<file path="src/rtl/vib_axi_pkg.sv">
// Shared AXI constants and S2MM FSM encoding for the vibration capture datapath.
package vib_axi_pkg;

  typedef enum logic [1:0] {
    StIdle = 2'd0,
    StAddr = 2'd1,
    StData = 2'd2,
    StResp = 2'd3
  } s2mm_state_e;

  localparam logic [1:0] BURST_INCR = 2'b01;
  localparam logic [1:0] RESP_OKAY  = 2'b00;

  function automatic int unsigned bytes_per_beat(input int unsigned data_width);
    return data_width / 8;
  endfunction

endpackage

</file>
<file path="src/rtl/s2mm_burst_controller.sv">
// Moves the AXI-Stream sample stream into ring-buffer slots as AXI3 INCR write bursts,
// one burst outstanding, pulsing SM_writing once per accepted data beat.
module s2mm_burst_controller
  import vib_axi_pkg::*;
#(
  parameter int unsigned MM_ADDR_WIDTH = 32,
  parameter int unsigned MM_DATA_WIDTH = 64,
  parameter int unsigned LOG_BURST_LEN = 4
) (
  input  logic                       SYS_aclk,
  input  logic                       SYS_aresetn,
  input  logic                       S2MM_enable,
  input  logic [4:0]                 SM_log_length,
  input  logic [MM_ADDR_WIDTH-1:0]   SM_write_buffer,
  output logic                       SM_writing,
  input  logic [MM_DATA_WIDTH-1:0]   S_AXIS_tdata,
  input  logic                       S_AXIS_tvalid,
  output logic                       S_AXIS_tready,
  output logic [MM_ADDR_WIDTH-1:0]   M_AXI_awaddr,
  output logic [3:0]                 M_AXI_awlen,
  output logic [2:0]                 M_AXI_awsize,
  output logic [1:0]                 M_AXI_awburst,
  output logic                       M_AXI_awvalid,
  input  logic                       M_AXI_awready,
  output logic [MM_DATA_WIDTH-1:0]   M_AXI_wdata,
  output logic [MM_DATA_WIDTH/8-1:0] M_AXI_wstrb,
  output logic                       M_AXI_wlast,
  output logic                       M_AXI_wvalid,
  input  logic                       M_AXI_wready,
  input  logic [1:0]                 M_AXI_bresp,
  input  logic                       M_AXI_bvalid,
  output logic                       M_AXI_bready,
  output logic                       S2MM_busy,
  output logic                       S2MM_error
);

  localparam int unsigned BurstLen = 1 << LOG_BURST_LEN;
  localparam int unsigned Bytes    = bytes_per_beat(MM_DATA_WIDTH);
  localparam int unsigned SizeLog  = $clog2(Bytes);
  localparam int unsigned OffW     = 23;

  s2mm_state_e              state_q, state_d;
  logic [MM_ADDR_WIDTH-1:0] awaddr_q, awaddr_d;
  logic [MM_ADDR_WIDTH-1:0] buf_base_q, buf_base_d;
  logic [LOG_BURST_LEN-1:0] beat_cnt_q, beat_cnt_d;
  logic [OffW-1:0]          buf_offset_q, buf_offset_d;
  logic [4:0]               log_len_q, log_len_d;
  logic                     writing_q, writing_d;
  logic                     error_q, error_d;

  logic beat_acc, last_beat, wrap, len_ok, enter_addr;

  assign beat_acc  = (state_q == StData) & S_AXIS_tvalid & M_AXI_wready;
  assign last_beat = (beat_cnt_q == LOG_BURST_LEN'(BurstLen - 1));
  assign len_ok    = (SM_log_length >= 5'(LOG_BURST_LEN));
  // Buffer ends when the burst just completed reaches 2**log_len beats.
  assign wrap      = (({9'd0, buf_offset_q} + 32'(BurstLen)) == (32'd1 << log_len_q));

  always_comb begin
    state_d      = state_q;
    awaddr_d     = awaddr_q;
    buf_base_d   = buf_base_q;
    beat_cnt_d   = beat_cnt_q;
    buf_offset_d = buf_offset_q;
    log_len_d    = log_len_q;
    error_d      = error_q;
    writing_d    = beat_acc;
    enter_addr   = 1'b0;

    case (state_q)
      StIdle: begin
        if (S2MM_enable) begin
          if (len_ok) enter_addr = 1'b1;
          else        error_d    = 1'b1;
        end
      end
      StAddr: begin
        if (M_AXI_awready) state_d = StData;
      end
      StData: begin
        if (beat_acc) begin
          beat_cnt_d = beat_cnt_q + 1'b1;
          if (last_beat) state_d = StResp;
        end
      end
      StResp: begin
        if (M_AXI_bvalid) begin
          if (M_AXI_bresp != RESP_OKAY) error_d = 1'b1;
          buf_offset_d = wrap ? '0 : buf_offset_q + OffW'(BurstLen);
          if (!S2MM_enable) begin
            state_d = StIdle;
          end else if ((buf_offset_d == '0) && !len_ok) begin
            error_d = 1'b1;
            state_d = StIdle;
          end else begin
            enter_addr = 1'b1;
          end
        end
      end
      default: state_d = StIdle;
    endcase

    // Slot base and size only change at a buffer start, so a buffer is never split.
    if (enter_addr) begin
      state_d = StAddr;
      if (buf_offset_d == '0) begin
        buf_base_d = SM_write_buffer;
        log_len_d  = SM_log_length;
      end
      awaddr_d = buf_base_d + (MM_ADDR_WIDTH'(buf_offset_d) << SizeLog);
    end
  end

  always_ff @(posedge SYS_aclk or negedge SYS_aresetn) begin
    if (!SYS_aresetn) begin
      state_q      <= StIdle;
      awaddr_q     <= '0;
      buf_base_q   <= '0;
      beat_cnt_q   <= '0;
      buf_offset_q <= '0;
      log_len_q    <= '0;
      writing_q    <= 1'b0;
      error_q      <= 1'b0;
    end else begin
      state_q      <= state_d;
      awaddr_q     <= awaddr_d;
      buf_base_q   <= buf_base_d;
      beat_cnt_q   <= beat_cnt_d;
      buf_offset_q <= buf_offset_d;
      log_len_q    <= log_len_d;
      writing_q    <= writing_d;
      error_q      <= error_d;
    end
  end

  assign M_AXI_awaddr  = awaddr_q;
  assign M_AXI_awlen   = 4'(BurstLen - 1);
  assign M_AXI_awsize  = 3'(SizeLog);
  assign M_AXI_awburst = BURST_INCR;
  assign M_AXI_awvalid = (state_q == StAddr);
  assign M_AXI_wdata   = S_AXIS_tdata;
  assign M_AXI_wstrb   = '1;
  assign M_AXI_wvalid  = (state_q == StData) & S_AXIS_tvalid;
  assign M_AXI_wlast   = (state_q == StData) & last_beat;
  assign S_AXIS_tready = (state_q == StData) & M_AXI_wready;
  assign M_AXI_bready  = (state_q == StResp);
  assign SM_writing    = writing_q;
  assign S2MM_busy     = (state_q != StIdle);
  assign S2MM_error    = error_q;

endmodule

</file>
<file path="config.mk">
export PLATFORM = sky130hd
export DESIGN_NAME = s2mm_burst_controller
export DESIGN_NICKNAME = d
export VERILOG_FILES = /design/src/rtl/vib_axi_pkg.sv /design/src/rtl/s2mm_burst_controller.sv
export SDC_FILE = /design/constraint.sdc
export NUM_CORES = 1
export LEC_CHECK = 0
export CORE_ASPECT_RATIO = 0.8
export CORE_MARGIN = 1
export CORE_UTILIZATION = 45
export CTS_BUF_LIST = sky130_fd_sc_hd__clkbuf_8
export DETAILED_ROUTE_END_ITERATION = 8
export PLACE_DENSITY = 0.87
export REMOVE_ABC_BUFFERS = 1
export SLEW_MARGIN = 20
export SYNTH_ARGS = -nofsm -noshare
export SYNTH_HDL_FRONTEND = slang
export SYNTH_SLANG_ARGS = --single-unit
</file>
<file path="constraint.sdc">
create_clock -name SYS_aclk -period 5.6 [get_ports SYS_aclk]
set_input_delay 1.12 -clock SYS_aclk [delete_from_list [all_inputs] [get_ports SYS_aclk]]
set_output_delay 1.12 -clock SYS_aclk [all_outputs]
set_load 0.02 [all_outputs]
</file>
**After elaboration in Yosys (flattened, before gate mapping)**

Index checks and enable logic that the tools add are counted.

- Word-level logic and storage cells: 70
- Register bits after elaboration: 100
- RAM bits: 0
- Bits in latches: 0
- Bits of input ports: 110
- Memories kept: 0
- Memory bits (read-only): 0

- Div/mod/pow operators: 0
- Eq/ne operators: 13
- Reductions and logical operators: 13
- Multipliers: 0
- Shifts and indexed selects: 1
- Magnitude comparators: 1
- Bitwise gates (word level): 4
- Mux-type cells: 26
- $add $sub $neg: 4

Operator list:

| operator | number |
|---|---|
| $mux W23 | 3 |
| $mux W32 | 2 |
| $logic_not A23 Y1 | 2 |
| $add A32 B26 Y32 | 1 |
| $eq A24 B32 Y1 | 1 |
| $shl A1 B5 Y32 const A | 1 |
| $add A23 B5 Y24 const B | 1 |
| $add A23 B5 Y23 const B | 1 |
| $mux W2 | 7 |
| $mux W1 | 11 |
| $ne A2 B2 Y1 const B | 3 |
| $ne A3 B3 Y1 const B | 2 |
| $pmux W2 S3 | 1 |
| $reduce_and A6 Y1 | 1 |
| $reduce_bool A2 Y1 | 3 |
| $ge A5 B3 Y1 const B | 1 |
| $add A4 B1 Y4 const B | 1 |
| $and A1 B1 Y1 | 4 |
| $eq A2 B2 Y1 const B | 2 |
| $eq A4 B4 Y1 const B | 1 |
| $ne A4 B2 Y1 const B | 1 |
| $pmux W1 S2 | 2 |
| $reduce_and A2 Y1 | 2 |
| $reduce_and A4 Y1 | 1 |
| 7 further kinds | 7 |

**Depth between registers and ports, before layout**

- Depth after elaboration: 11
- Mapped depth: 27

**Worst setup path before layout**

OpenSTA, ideal clock, no wires.

- Path kind: register to register
- From: register buf_offset_q[5]
- To: register awaddr_q[28] (netlist: M_AXI_awaddr[28])
- Path slack: -0.588 ns
- Arrival: 6.084 ns
- Cell stages (with the launch flop): 22
- Buffers on the path: 2
- Clock period less this slack: 6.188 ns
- Required time: 5.496 ns
- Cell sequence: dfrtp_1 ha_1 buf_2 nand4_1 nor4_1 xnor2_1 o2111ai_1 or4_1 or4b_4 nor2_4 o31a_4 buf_6 mux2_2 ha_1 and3_1 or3b_2 o21ai_0 o21ai_0 o21ai_0 a31oi_1 mux2_2 a221oi_1

- Word-level cells in the longest chain between the ends: 9

Ends and longest elaborated chain:

| element | line | RTL |
|---|---|---|
| start, declared | s2mm_burst_controller.sv:46 | `logic [OffW-1:0] buf_offset_q, buf_offset_d;` |
| start signal, assigned | s2mm_burst_controller.sv:129 | `buf_offset_q <= buf_offset_d;` |
| $add A23 B5 Y24 | s2mm_burst_controller.sv:57 | `assign wrap = (({9'd0, buf_offset_q} + 32'(BurstLen)) == (32'd1 << log_len_q));` |
| $eq A24 B32 Y1 | s2mm_burst_controller.sv:57 |  |
| $mux W23 | s2mm_burst_controller.sv:89 | `buf_offset_d = wrap ? '0 : buf_offset_q + OffW'(BurstLen);` |
| $mux W23 / $logic_not A23 Y1 (equally long branches) | s2mm_burst_controller.sv:87, s2mm_burst_controller.sv:92 |  |
| $mux W23 / $logic_and A1 B1 Y1 (equally long branches) | s2mm_burst_controller.sv:70, s2mm_burst_controller.sv:92 |  |
| $logic_not A23 Y1 / $mux W1 (equally long branches) | s2mm_burst_controller.sv:106, s2mm_burst_controller.sv:92 |  |
| $mux W32 / $mux W1 (equally long branches) | s2mm_burst_controller.sv:106, s2mm_burst_controller.sv:90 |  |
| $mux W32 / $mux W1 (equally long branches) | s2mm_burst_controller.sv:104, s2mm_burst_controller.sv:87 |  |
| $add A32 B26 Y32 / $pmux W1 S2 (equally long branches) | s2mm_burst_controller.sv:110, s2mm_burst_controller.sv:70 |  |
| end signal, assigned | s2mm_burst_controller.sv:126 | `awaddr_q <= awaddr_d;` |
| end, declared | s2mm_burst_controller.sv:43 | `logic [MM_ADDR_WIDTH-1:0] awaddr_q, awaddr_d;` |

Parallel ways exist; a longest one is shown, timed or not. The select of a mux whose other input is x is not followed.
A chain may end at the register's enable or synchronous reset.

**Worst setup path in the final report**

- From: register buf_offset_q[5]
- To: register awaddr_q[30] (netlist: M_AXI_awaddr[30])

Same word-level chain as after synthesis.

==> key figures <==
Outcome
  • Status: finished, violations left
  • Violated checks: setup timing

Layout
  • Layout Area Growth over Synthesis: 32.5%
  • Fin area: 0.0104 mm^2
  • Antenna Cells: 0
  • FILL cells: 1336
  • Share of layout cells above drive strength 1: 0.356
  • Fin cells: 1270
  • Total Nets Final: 1185

Hold path
  • HP Class: reg -> reg
  • Hold EP: S2MM_error
  • Hold path depth: 1
  • Hold Crit Start: S2MM_error

Placed design
  • Placed cell areas: 0.00954 mm^2
  • Port bufs: 85
  • Dpl cells: 1228
  • Final GP Congestion: 0.977
  • Place WS: -1.04 ns
  • Hpwl dp: 21.0 mm

Setup path
  • Crit end category: flip-flop
  • CP arrival: 6.18 ns
  • CP max stage cell: or4_1
  • Reg2Reg Depth: 26
  • Crit Path Max Fanout: 6
  • FF-to-FF Start: buf_offset_q[5]
  • Flop-to-flop setup slack: -0.31 ns
  • Most frequent CP cell: buf_4
  • CP Class: reg -> reg
  • Startpoint class of the critical path: flip-flop
  • R2R Path End: M_AXI_awaddr[30]
  • Worst path max stage delay: 0.56 ns
  • Req. time, crit path: 5.87 ns

Timing
  • RSZ-0062 raised after global routing: true
  • Count of pins over their slew limit: 0
  • Worst slew margin: 0.452
  • Clock Skew: 0.0125 ns
  • Setup slack after layout: -0.311 ns
  • Min Tclk post-route: 5.91 ns
  • Worst-Margin Slew: 0.822 ns
  • Final Cycle Share: 1.06
  • Peak Freq: 0.169 GHz
  • Final Hold Fails: 0
  • Endpoints failing setup: 12

Floorplan
  • Placement row count: 42
  • Die X: 149 um
  • Die height: 120 um
  • Die area: 0.0179 mm^2
  • Starting density of the core: 0.467
  • I/O pins: 231
  • Core area: 0.0168 mm^2

Clock tree
  • Root buf cell: clkbuf_8
  • Htree depth: 3
  • Clock Sinks: 97
  • CTS Buf Count: 9
  • CTS Buffer Depth: 2
  • Clk_lat worst skew: 0.38 ns
  • Clk pin slew, worst setup/hold paths: 0.11 ns
  • TritonCTS clock tree: yes

Routing
  • Drt first pass iters: 7
  • Routed Antenna Nets: 0
  • Vias post-DR: 7551
  • Residual DRC count: 0
  • Detailed Route WL: 29.0 mm
  • DRT iter0 DRCs: 630
  • Via density: 5.95
  • WL/cell: 22.8 um

Yosys
  • Post-synth cell types: 76
  • Post-synth ARST share: 1.00
  • Synth top cells by count: 97 x dfrtp_1, 84 x buf_4, 65 x mux2_2, 57 x nand2_1, 49 x o21ai_0
  • Mapped Area: 0.00783 mm^2
  • Synthesized flop and latch total: 97
  • Post-synth EDFFs: 0
  • Syn Area/Cell: 9.19 um^2
  • Post-Synthesis Cells: 852
  • Most frequent cell after synthesis: dfrtp_1
  • Share of the yosys chip area belonging to registers: 0.310
  • Main area contributors after synthesis: dfrtp_1 31%, mux2_2 9.4%, buf_4 8.1%
  • Top-area cell type share of the netlist area: 0.310
  • Yosys warnings: 0
  • Top FF cell, synth: dfrtp_1
  • Synth area leader: dfrtp_1

Global routing
  • Largest net degree at the start of global routing: 53
  • GRT Resource Usage Total: 0.323
  • Vias in the first global route: 7410
  • Initial antenna violation count: 0
  • First-pass GRT wire length: 43.6 mm
  • GR Overflow Total: 0

Power and ir drop
  • Leak pwr: 4.63 nW
  • Power per cell area: 510 mW/mm^2
  • Worst VDD drop: 0.376 mV

Run
  • Max Cap Viol: 0
critical path: cells and delay by family (launching register included):
| kind | cells | cell delay (ns) |
|---|---|---|
| muxes | 3 | 0.68 |
| xor gates and xnor gates | 2 | 0.31 |
| and+or+nand+nor | 8 | 2.24 |
| buffers and inverters | 5 | 0.76 |
| adders and majority gates | 2 | 0.45 |
| AOI/OAI and AO/OA | 6 | 0.93 |
| DFF | 1 | 0.41 |
layout by cell type, fill, tap and decap left out, types with 21 or more instances in the layout:
master,n
dfrtp_1,97
nor2_1,39
nor3_1,21
mux2_2,62
nand2_1,56
ha_1,24
clkdlybuf4s50_1,84
xnor2_1,22
nand3_1,24
o21ai_0,40
buf_4,200
cell families after synthesis:
family                   synth area share
multiplexers                        0.130
other                            0.000959
AO/OA/AOI/OAI                       0.152
AND/OR/NAND/NOR                     0.189
flip-flops                          0.310
XOR/XNOR                           0.0512
adder cells (fa/ha/maj)            0.0489
buffers and inverters               0.117
sequential cells by signal, indices dropped and copies added (netlist names):
signal        flops
M_AXI_awaddr     32
buf_base_q       29
buf_offset_q     23
log_len_q         5
beat_cnt_q        4
state_q           2
S2MM_error        1
SM_writing        1
where the power goes:
group | switching [mW] | total, mW | internal (mW)
Combinational | 1.77 | 3.67 | 1.90
Clock | 0.277 | 0.484 | 0.207
Sequential | 0.168 | 1.14 | 0.970
Total | 2.21 | 5.29 | 3.08
per-stage QoR:
stage / util / TNS, ns / hold WS, ns / total power, mW
5_1_grt: 0.619 / -5.29 / 0.507 / 5.62
3_5_place_dp: 0.569 / -13.70 / 0.457 / 4.37
3_3_place_gp: 0.569 / -10.45 / 0.453 / 4.25
4_1_cts: 0.607 / -0.667 / 0.478 / 5.15
6_report: 0.619 / -2.05 / 0.479 / 5.29
2_1_floorplan: - / -6.86 / 0.450 / 3.03
worst max path at each step:
stage	start	endpoint	slack, ns	cells after the start
2_1_floorplan	buf_offset_q[4]	M_AXI_awaddr[28]	-0.77	19
3_3_place_gp	M_AXI_bvalid	M_AXI_awaddr[30]	-0.84	22
3_5_place_dp	M_AXI_bvalid	M_AXI_awaddr[30]	-1.04	23
4_1_cts	buf_offset_q[5]	M_AXI_awaddr[25]	-0.14	26
5_1_grt	buf_offset_q[5]	M_AXI_awaddr[30]	-0.50	26
6_report	buf_offset_q[5]	M_AXI_awaddr[30]	-0.31	26
timing repair:
item                       CTS  global route
hold buffers                 0             0
buffers inserted            18             7
gates resized for setup     60            29
gates cloned                 1             0
setup endpoints to repair   17            17
pin swaps                   35            10
routing by layer:
layer	GRT usage	up-vias	wire, um
li1	-	3391	-
met1	0.437	3680	12300
met2	0.462	427	12200
met3	0.148	47	3890
met4	0.0612	6	381
met5	0.0853	-	124
layout make-up:
type	instances	area, um^2	area share
Clock buffer	9	124	0.0119
Clock inverter	7	68.8	0.00663
Inverter	18	67.6	0.00651
Multi-Input combinational cell	625	4930	0.475
Sequential cell	97	2430	0.234
Tap cell	220	275	0.0265
Timing Repair Buffer	294	2480	0.239
(Power assumes the default switching activity.)
==> variant (config.mk and constraints unchanged) <==
`buf_base_q` no longer has a reset.
--- a/src/rtl/s2mm_burst_controller.sv
+++ b/src/rtl/s2mm_burst_controller.sv
@@ -115,7 +115,6 @@
     if (!SYS_aresetn) begin
       state_q      <= StIdle;
       awaddr_q     <= '0;
-      buf_base_q   <= '0;
       beat_cnt_q   <= '0;
       buf_offset_q <= '0;
       log_len_q    <= '0;
@@ -124,13 +123,16 @@
     end else begin
       state_q      <= state_d;
       awaddr_q     <= awaddr_d;
-      buf_base_q   <= buf_base_d;
       beat_cnt_q   <= beat_cnt_d;
       buf_offset_q <= buf_offset_d;
       log_len_q    <= log_len_d;
       writing_q    <= writing_d;
       error_q      <= error_d;
     end
+  end
+
+  always_ff @(posedge SYS_aclk) begin
+    buf_base_q <= buf_base_d;
   end
 
   assign M_AXI_awaddr  = awaddr_q;
Function: no difference found for any inputs over 4 cycles, from zero or initial values and one cycle with SYS_aresetn low; that may be too few to reach the edited logic, so the function may still have changed.
==> variant against the unedited design <==
Cell area is 4.0% lower; routed wire length is 10% lower; critical path depth is 2 lower; total power is 5.9% lower; area after synthesis is 0.96% lower; sequential cell count is 3 higher; die area is 0.95% lower; setup slack better by 0.42 ns; critical path type unchanged; largest cell class unchanged; largest power group unchanged.
==> variant: results (changes against the unedited design) <==
| Metric | Value |
|---|---|
| Status | `finished clean (was finished, violations left)` |
| Met1 Use GR | `0.3789 (was 0.4372)` |
| Critical Path Max Stage Delay | `0.45 ns (was 0.56 ns)` |
| FILL cells | `1,349 (was 1,336)` |
| Non-CTS inverters | `27 (was 18)` |
| Met2 Resource Use GR | `0.3773 (was 0.4621)` |
| Post-synthesis mux area share | `0.1112 (was 0.1304)` |
| Number of global-route vias before repair | `6,316 (was 7,410)` |
| Register area | `2666 um^2 (was 2427 um^2)` |
| Worst EP arrival | `5.79 ns (was 6.18 ns)` |
| Wire length on met3 | `3.743 mm (was 3.891 mm)` |
| Compound-Gate Fraction of Synth Area | `0.1388 (was 0.1525)` |
| Maximum number of pins on one net before global-route repair | `58 (was 53)` |
| Fin nets | `1,087 (was 1,185)` |
| CP top delay family | `compound AO/OA/AOI/OAI gates (was simple AND/OR/NAND/NOR gates)` |
| Register area share after synthesis | `0.3434 (was 0.3101)` |
| Placer congestion estimate | `0.9903 (was 0.9767)` |
| Multi-input comb cells | `562 (was 625)` |
| CTS resizes | `11 (was 60)` |
| Drt first pass iters | `5 (was 7)` |
| Levels on crit path | `24 (was 26)` |
| Top post-synthesis cells by area | `dfrtp_1 (22%), edfxtp_1 (12%), buf_4 (8.5%) (was dfrtp_1 (31%), mux2_2 (9.4%), buf_4 (8.1%))` |
| Commonest cells in the netlist | `buf_4 (88), dfrtp_1 (68), nor2_1 (51) (was dfrtp_1 (97), buf_4 (84), mux2_2 (65))` |
| Post-DP HPWL | `19.08 mm (was 20.95 mm)` |
| Post-synthesis adder-cell area fraction | `0.04939 (was 0.04891)` |
| Buffers, non-clock | `247 (was 294)` |
| Count of cell types in the netlist | `75 (was 76)` |
| Static leakage | `4.290 nW (was 4.627 nW)` |
| Synth Area in XOR/XNOR | `0.06553 (was 0.05115)` |
| Data buffer area share | `0.2165 (was 0.2391)` |
| Peak VDD IR | `261.4 uV (was 376.1 uV)` |
| Skew final | `0.02449 ns (was 0.01251 ns)` |
| Clk Latency, worst-skew pair | `0.42 ns (was 0.38 ns)` |
| Seq cells | `100 (was 97)` |
| Fraction of registers with async set/reset | `0.6800 (was 1.000)` |
| R2R setup slack | `0.11 ns (was -0.31 ns)` |
| Tot GR Track Use | `0.2835 (was 0.3233)` |
| DR vias/cell | `5.719 (was 5.946)` |
| CP Max Fanout | `5 (was 6)` |
| Metal-1 WL | `10.96 mm (was 12.33 mm)` |
| Routed wl met2 | `10.73 mm (was 12.23 mm)` |
[variant: cell types whose count changed after synthesis, sizes merged, moves of 10 or more]
| cell | before | now |
|---|---|---|
| clkbuf | 25 | 15 |
| dfrtp | 97 | 68 |
| edfxtp | 0 | 32 |
| mux2 | 80 | 64 |
| xnor2 | 23 | 45 |
[variant: through the flow]
stage | hold WS (ns) | worst slack (ns) | utilization | area, um^2 | cells
after CTS | 0.4827 | -0.003065 | 0.5596 | 9351 | 1145
after floorplan | 0.4458 | -0.4550 | - | 6947 | 689
after global routing | 0.5201 | -0.09349 | 0.5961 | 9962 | 1172
after global placement | 0.4556 | -0.4467 | 0.5457 | 9119 | 1129
after detailed placement | 0.4565 | -0.5950 | 0.5457 | 9119 | 1129
final | 0.4875 | 0.1140 | 0.5961 | 9962 | 1172
[variant: power breakdown]
part | internal, W | total, W | switching, W
clock | 0.000173 | 0.000476 | 0.000303
sequential | 0.00107 | 0.00124 | 0.000175
combinational | 0.00169 | 0.00327 | 0.00157
